### config.mk
export PLATFORM = sky130hd
export DESIGN_NAME = mem_request_unit
export DESIGN_NICKNAME = d
export VERILOG_FILES = /design/src/rtl/mem_request_unit.sv
export SDC_FILE = /design/constraint.sdc
export NUM_CORES = 1
export LEC_CHECK = 0
export CAP_MARGIN = 0
export CORE_ASPECT_RATIO = 1.5
export CORE_UTILIZATION = 55
export CTS_CLUSTER_DIAMETER = 50
export DETAILED_ROUTE_END_ITERATION = 10
export GPL_ROUTABILITY_DRIVEN = 0
export GPL_TIMING_DRIVEN = 1
export PLACE_DENSITY = 0.85
export REMOVE_ABC_BUFFERS = 1
export SYNTH_ARGS = -nofsm -noshare
export SYNTH_HDL_FRONTEND = slang
export SYNTH_SLANG_ARGS = --single-unit
### constraint.sdc
create_clock -name CLK -period 4.9 [get_ports CLK]
set_input_delay 0.98 -clock CLK [delete_from_list [all_inputs] [get_ports CLK]]
set_output_delay 0.98 -clock CLK [all_outputs]
set_load 0.01 [all_outputs]
### src/rtl/mem_request_unit.sv
// mem_request_unit: sequences instruction-fetch and data-access requests between
// decode and the memory controller, holding each request until its hit arrives.
// Also produces the PC enable pulse, a sticky halt, a sticky watchdog timeout,
// and a count of retired instructions.
module mem_request_unit #(
    parameter int WAIT_LIMIT = 255,
    parameter int CNT_W      = 8
) (
    input  logic             CLK,
    input  logic             RST,
    input  logic             MemRead,
    input  logic             MemWrite,
    input  logic             mem_halt,
    input  logic             ihit,
    input  logic             dhit,
    output logic             iREN,
    output logic             dREN,
    output logic             dWEN,
    output logic             PC_EN,
    output logic             halt,
    output logic             timeout,
    output logic [CNT_W-1:0] wait_cnt,
    output logic [31:0]      instr_cnt
);

    typedef enum logic [1:0] {
        FETCH = 2'd0,
        DATA  = 2'd1,
        HALT  = 2'd2,
        ERR   = 2'd3
    } state_t;

    localparam logic [CNT_W-1:0] LIMIT = CNT_W'(WAIT_LIMIT);

    state_t state;
    logic   fetch_retire;
    logic   data_retire;
    logic   at_limit;

    // An instruction retires on a plain fetch hit or on the data hit of a load/store;
    // reset suppresses the pulse so an abandoned request never advances the PC.
    always_comb begin
        fetch_retire = (state == FETCH) && ihit && !mem_halt && !MemRead && !MemWrite;
        data_retire  = (state == DATA) && dhit;
        at_limit     = (wait_cnt == LIMIT);
        PC_EN        = !RST && (fetch_retire || data_retire);
    end

    // Sequencer: request outputs, sticky flags, watchdog and retire count all update here.
    always_ff @(posedge CLK) begin
        if (RST) begin
            state     <= FETCH;
            iREN      <= 1'b1;
            dREN      <= 1'b0;
            dWEN      <= 1'b0;
            halt      <= 1'b0;
            timeout   <= 1'b0;
            wait_cnt  <= '0;
            instr_cnt <= '0;
        end else begin
            case (state)
                FETCH: begin
                    if (ihit) begin
                        wait_cnt <= '0;
                        if (mem_halt) begin
                            state <= HALT;
                            iREN  <= 1'b0;
                            halt  <= 1'b1;
                        end else if (MemWrite) begin
                            state <= DATA;
                            iREN  <= 1'b0;
                            dWEN  <= 1'b1;
                        end else if (MemRead) begin
                            state <= DATA;
                            iREN  <= 1'b0;
                            dREN  <= 1'b1;
                        end else begin
                            instr_cnt <= instr_cnt + 32'd1;
                        end
                    end else if (at_limit) begin
                        state   <= ERR;
                        iREN    <= 1'b0;
                        timeout <= 1'b1;
                    end else begin
                        wait_cnt <= wait_cnt + 1'b1;
                    end
                end
                DATA: begin
                    if (dhit) begin
                        state     <= FETCH;
                        iREN      <= 1'b1;
                        dREN      <= 1'b0;
                        dWEN      <= 1'b0;
                        wait_cnt  <= '0;
                        instr_cnt <= instr_cnt + 32'd1;
                    end else if (at_limit) begin
                        state   <= ERR;
                        dREN    <= 1'b0;
                        dWEN    <= 1'b0;
                        timeout <= 1'b1;
                    end else begin
                        wait_cnt <= wait_cnt + 1'b1;
                    end
                end
                default: begin
                    state <= state;
                end
            endcase
        end
    end

endmodule

# Yosys cells after proc, flatten, opt, wreduce, memory -nomap -nowiden
# Index checks and enable logic that the tools add are counted.
# word_totals
regBits	47
# op_classes
add_sub_neg	2
eq_ne	14
mux	38
reduce_logical	20
# op_table
cell	n
two-way mux 32 bit	5
one-hot mux 32 bit (2 select lines)	1
adder 32 x 1 -> 32 bit (second input constant)	1
two-way mux 8 bit	3
!= test 2 bit (second input constant)	9
two-way mux 1 bit	17
one-hot mux 8 bit (2 select lines)	1
two-way mux 2 bit	6
AND reduction 6 bit	2
adder 8 x 1 -> 8 bit (second input constant)	1
== test 8 bit (second input constant)	1
one-hot mux 1 bit (2 select lines)	4
logical AND 1 bit	6
!= test 3 bit (second input constant)	2
AND reduction 3 bit	2
!= test 5 bit (second input constant)	1
AND reduction 5 bit	1
zero test 1 bit	4
one-hot mux 2 bit (2 select lines)	1
AND reduction 4 bit	1
== test 2 x 1 -> 1 bit (second input constant)	1
zero test 2 bit	1
AND reduction 2 bit	1
nonzero test 2 bit	1
logical OR 1 bit	1

# Depth between registers and ports, before layout
# depth
depth_word	7
mapped_depth	6
ltp_nobuf	5

# Least setup slack after synthesis
# OpenSTA, ideal clock, no wires.
# synth_timing
path_kind	input-to-output
start	input mem_halt
end	output PC_EN
arrival_ns	2.050
setup_slack_ns	1.870
stages	5
path_buffers	2
path_cell_list	nor4b_4 -> mux2i_1 -> buf_2 -> clkbuf_1 -> nor3_1
# synth_via
elab_chain_len	6
# synth_rtl
element	line	text
start, declared	13	input logic mem_halt,
zero test 1 bit	43	fetch_retire = (state == FETCH) && ihit && !mem_halt && !MemRead && !MemWrite;
logical AND 1 bit (3 in series)	43	
logical OR 1 bit	46	PC_EN = !RST && (fetch_retire || data_retire);
logical AND 1 bit	46	
end, declared	19	output logic PC_EN,
# Every way passes these cells.

# Final worst setup path
# layout_timing
start	input ihit
end	output PC_EN
# layout_via
elab_chain_len	6
# layout_rtl
element	line	text
start, declared	14	input logic ihit,
logical AND 1 bit (4 in series)	43	
logical OR 1 bit	46	
logical AND 1 bit	46	
# Every way passes these cells.

==> results.json <==
{
  "status": "finished with violations",
  "violations": "DRC",
  "synth_seq_cells": 47,
  "hold_buffers": 0,
  "initial_utilization_pct": 58.4,
  "maxCapViolations": 0,
  "cts_max_level": 2,
  "syn_to_final_growth_pct": 24.7,
  "via_per_inst": 6.26,
  "drive_above_1_share_pct": 7.56,
  "vias": 2440,
  "die_x_um": 57.0,
  "fin_skew_ns": 0.00637,
  "slew_viol_final": 0,
  "setup_viol": 0,
  "fp.dieH_um": 84.6,
  "fin_crit_sh_pct": 81.0,
  "cts_tree": "done",
  "syn_area_per_cell_um2": 8.36,
  "dieArea_mm2": 0.00482,
  "synthArstFlopShare_pct": 0,
  "pre_cts_slack_ns": 0.936,
  "cp-end-kind": "output port",
  "reg2regPathDepth": 4,
  "holdWs_ns": 0.467,
  "place_hpwl_mm": 4.18,
  "relSlewSlack_pct": 21.9,
  "cp.arrival_ns": 2.99,
  "core_mm2": 0.00428,
  "drt_iter0_markers": 134,
  "grt_max_degree": 57,
  "cp-startpoint": "ihit",
  "netlist.area_leader.share_pct": 37.6,
  "overflow": 0,
  "io_pins": 53,
  "r2r-start": "state[1]",
  "drc": 7,
  "placed_cell_area_mm2": 0.00302,
  "synth-edff-count": 0,
  "wl_per_cell_um": 15.3,
  "synthDistinctLibCells": 46,
  "hold_viol": 0,
  "worst_pin_slew_ns": 1.17,
  "finish.utilization_pct": 72.8,
  "grt_pass1_vias": 2279,
  "worstHoldStart": "iREN",
  "power_density_mw_per_mm2": 228,
  "fin_crit_ns": 3.97,
  "cp-start-kind": "input pin",
  "fin_ws_ns": 0.929,
  "ys_seq_area_share_pct": 37.6,
  "final_cells": 390,
  "ys.flop_type": "dfxtp_1",
  "tns_ns": 0,
  "setup.worst_path.class": "input pin to output port",
  "clock_sinks": 47,
  "n_antenna_cell": 0,
  "postCtsResizedCells": 0,
  "track_usage_pct": 26.1,
  "yosysTopAreaCell": "dfxtp_1",
  "total_power_mw": 0.711,
  "dpl.cell_count": 382,
  "fmax_mhz": 252,
  "root_buffer": "clkbuf_8",
  "nFillCells": 348,
  "syn_area_mm2": 0.00250,
  "peakVddDrop_v": 0.000228,
  "path_clk_slew_ns": 0.09,
  "nets": 352,
  "whs_endpoint": "iREN",
  "p_leak_nw": 1.03,
  "port_buffers": 52,
  "cts-buffers-inserted": 5,
  "reg2reg_slack_ns": 2.35,
  "ff_latch_area_um2": 941,
  "fin_area_mm2": 0.00312,
  "worstPathMaxFanout": 21,
  "clkLatencyLatePin_ns": 0.31,
  "grt_pass1_wl_mm": 10.1,
  "ys_warn_count": 0,
  "hold_depth": 1,
  "dr.pass1.iters": 7,
  "synth_area_leaders": "dfxtp_1, a21oi_1, mux2_2, nor2_1, nor2b_1",
  "rows": 29,
  "rr_endpoint": "instr_cnt[28]",
  "drtAntennaViolNets": 0,
  "grt_setup_unrepaired": "false",
  "drt_wl_total_mm": 5.95,
  "multiInputGateArea_mm2": 0.00146,
  "syn_inst": 299,
  "hp-class": "register to register",
  "crit_required_ns": 3.92,
  "grt_antenna_before_repair": 0,
  "cts_setup_buffers": 0,
  "clk_path_buf_depth": 2
}
## flip-flops by register name, summed over array words and instances (netlist names)
register	cells
dWEN	1
iREN	1
halt	1
state	2
instr_cnt	32
dREN	1
timeout	1
wait_cnt	8
## worst max path at each step
stage	slack, ns	end
after floorplan	1.93	PC_EN
after global placement	0.97	PC_EN
after detailed placement	0.94	PC_EN
after CTS	0.91	PC_EN
after global routing	0.81	PC_EN
final	0.93	PC_EN
## synthesized netlist by cell type, drive strengths merged, types with 7 or more instances
| cell | n |
|---|---|
| nor2b | 14 |
| nand4 | 12 |
| clkbuf | 11 |
| inv | 7 |
| and2 | 8 |
| nand3 | 13 |
| a21oi | 28 |
| or4 | 10 |
| or3 | 9 |
| o31ai | 10 |
| nand2 | 10 |
| mux2 | 12 |
| dfxtp | 47 |
| nor2 | 25 |
| o21ai | 11 |
| and4 | 7 |
| nor3 | 11 |
## where the power goes
| group | leakage, nW | switching [mW] | internal [mW] |
|---|---|---|---|
| registers | 0.380 | 0.00912 | 0.387 |
| clock network | 0.0515 | 0.128 | 0.129 |
| logic | 0.601 | 0.0311 | 0.0267 |
## cell type report
cell class / count / share of cell area [%]
Multi-Input combinational cell: 228 / 46.9
Sequential cell: 47 / 30.2
Timing Repair Buffer: 54 / 17.0
Clock buffer: 8 / 3.21
Tap cell: 46 / 1.85
Inverter: 7 / 0.843
## per-layer routing
metal / wire (um) / vias to the layer above / track usage (%) / part of all wire, %
met5: 0 / - / 0 / 0
met4: 127 / 0 / 13.3 / 2.1
met3: 199 / 11 / 4.78 / 3.3
met2: 3090 / 59 / 44.9 / 52
met1: 2530 / 1152 / 30.3 / 43
li1: - / 1218 / - / -
## placed cells by master (no fill, tap or decap), drive strengths merged, types with 11 or more instances in the layout
master,netlist,final
a21oi,28,28
clkdlybuf4s50,0,51
dfxtp,47,47
mux2,12,12
nand3,13,13
nand4,12,12
nor2,25,25
nor2b,14,14
nor3,11,11
o21ai,11,11
## critical path, stage by stage
cell             delay (ns)
clkdlybuf4s50_1        0.61
nor4b_4                0.35
mux2i_1                0.12
buf_4                  0.21
nor3_1                 0.16
clkdlybuf4s50_1        0.56
## cells by family (layout without fill, tap and decap cells)
| family | Yosys count | count (layout) | synth area share (%) |
|---|---|---|---|
| AO/OA/AOI/OAI | 67 | 67 | 16.6 |
| XOR/XNOR | 2 | 2 | 0.701 |
| adder cells (fa/ha/maj) | 2 | 2 | 1.00 |
| buffers and inverters | 24 | 69 | 3.85 |
| flip-flops | 47 | 47 | 37.6 |
| multiplexers | 15 | 15 | 6.61 |
| AND/OR/NAND/NOR | 142 | 142 | 33.6 |
Note: power is estimated with default switching activity, not from simulation.
==> variant, RTL diff (same flow settings) <==
Re-encode `state_t` (4 states) as one-hot, 4 bits wide.
--- a/src/rtl/mem_request_unit.sv
+++ b/src/rtl/mem_request_unit.sv
@@ -23,11 +23,11 @@
     output logic [31:0]      instr_cnt
 );
 
-    typedef enum logic [1:0] {
-        FETCH = 2'd0,
-        DATA  = 2'd1,
-        HALT  = 2'd2,
-        ERR   = 2'd3
+    typedef enum logic [3:0] {
+        FETCH = 4'b0001,
+        DATA  = 4'b0010,
+        HALT  = 4'b0100,
+        ERR   = 4'b1000
     } state_t;
 
     localparam logic [CNT_W-1:0] LIMIT = CNT_W'(WAIT_LIMIT);
Check against the original RTL: same outputs for any inputs over 4 cycles, from zero or initial values and one cycle with RST high; so few cycles prove little.
==> variant against the original RTL <==
Routed wire length fell by 13%; cell count fell by 5.1%; design area fell by 4.2%; register-to-register slack improved by 0.21 ns; synthesized cell count fell by 8.4%; hold slack improved by 0.0091 ns; area after synthesis fell by 5.1%; clock skew rose by 0.0015 ns; setup slack got worse by 0.097 ns; first-iteration DRC count fell by 46%; die area fell by 5.0%; sequential cell count rose by 2; critical path type unchanged; critical endpoint unchanged; largest cell class unchanged.
Power is not compared: it rests on default switching activity, and its combinational part moved more than twofold at a synthesized area within 25%.
==> variant: results (changes against the original RTL) <==
status: "complete, no violations"
synth-adder-area-share: 0.01055  # +0.0005385
postSynthCellCount: 274  # -8.4%
grt_max_degree: 46  # -19%
arrival_ns: 3.09  # +0.10 ns
dpl.cell_count: 362  # -5.2%
cts.sinks: 49  # +4.3%
nNetsFinal: 333  # -5.4%
synth-compound-area-share: 0.08439  # -0.08128
clockBufferCount: 6  # -2
multi_input_gates: 212  # -7.0%
tightest_slew_ns: 1.022  # -0.1499 ns
clock_area_frac: 0.02765  # -0.004453
grt_pass1_wl_um: 8907  # -12%
buf_share: 0.1793  # +0.009160
synth_xor_area_frac: 0.1218  # +0.1148
multi_input_area_share: 0.4432  # -0.02587
synthMuxAreaShare: 0.008966  # -0.05710
met2WireLength_um: 2768  # -10%
ys_types: 45  # -2.2%
multiInputGateArea_um2: 1324  # -9.5%
dr.pass1.iters: 4  # -3
dp_hpwl_um: 3652  # -13%
place_area_um2: 2904  # -3.8%
taps: 45  # -2.2%
n_all_inverters: 2  # -5
met3_length_um: 230  # +16%
use_met3: 0.06075  # +0.01298
synth.yosys.seq_area_share: 0.4135  # +0.03713
vias_per_cell: 5.808  # -7.2%
layout-drive-gt1-share: 0.05846  # -0.01712
fill_cells: 323  # -7.2%
use_met1: 0.2301  # -0.07337
use_met2: 0.4843  # +0.03514
[variant: cell count changes after synthesis, moves of 6 or more]
cell / change
clkbuf_1: -7
nand2_1: +8
or3_1: -6
nor2b_1: -12
xnor2_1: +14
and2_1: -6
nor2_1: +25
xor2_1: +17
and4_1: -6
mux2_2: -12
or4_1: -8
o31ai_1: -9
a21oi_1: -16
[variant: path summary, 6_finish.rpt]
| kind | from | endpoint | slack [ns] | cells past startpoint |
|---|---|---|---|---|
| max | ihit | PC_EN | 0.83 | 5 |
| min | iREN | iREN | 0.48 | 2 |
| max reg2reg | instr_cnt[2] | instr_cnt[31] | 2.56 | 5 |
| min reg2reg | iREN | iREN | 0.48 | 2 |
[variant: kinds of logic after synthesis]
family          count (synthesis)
xor+xnor                       33
fa+ha+maj                       2
mux                             2
buf+inv                        13
compound gates                 31
flops                          49
simple gates                  144
[variant: critical path, cell delays in order]
cell	delay (ns)
clkdlybuf4s50_1	0.57
or4b_1	0.55
o2bb2a_4	0.32
nor2_1	0.12
clkdlybuf4s50_1	0.55
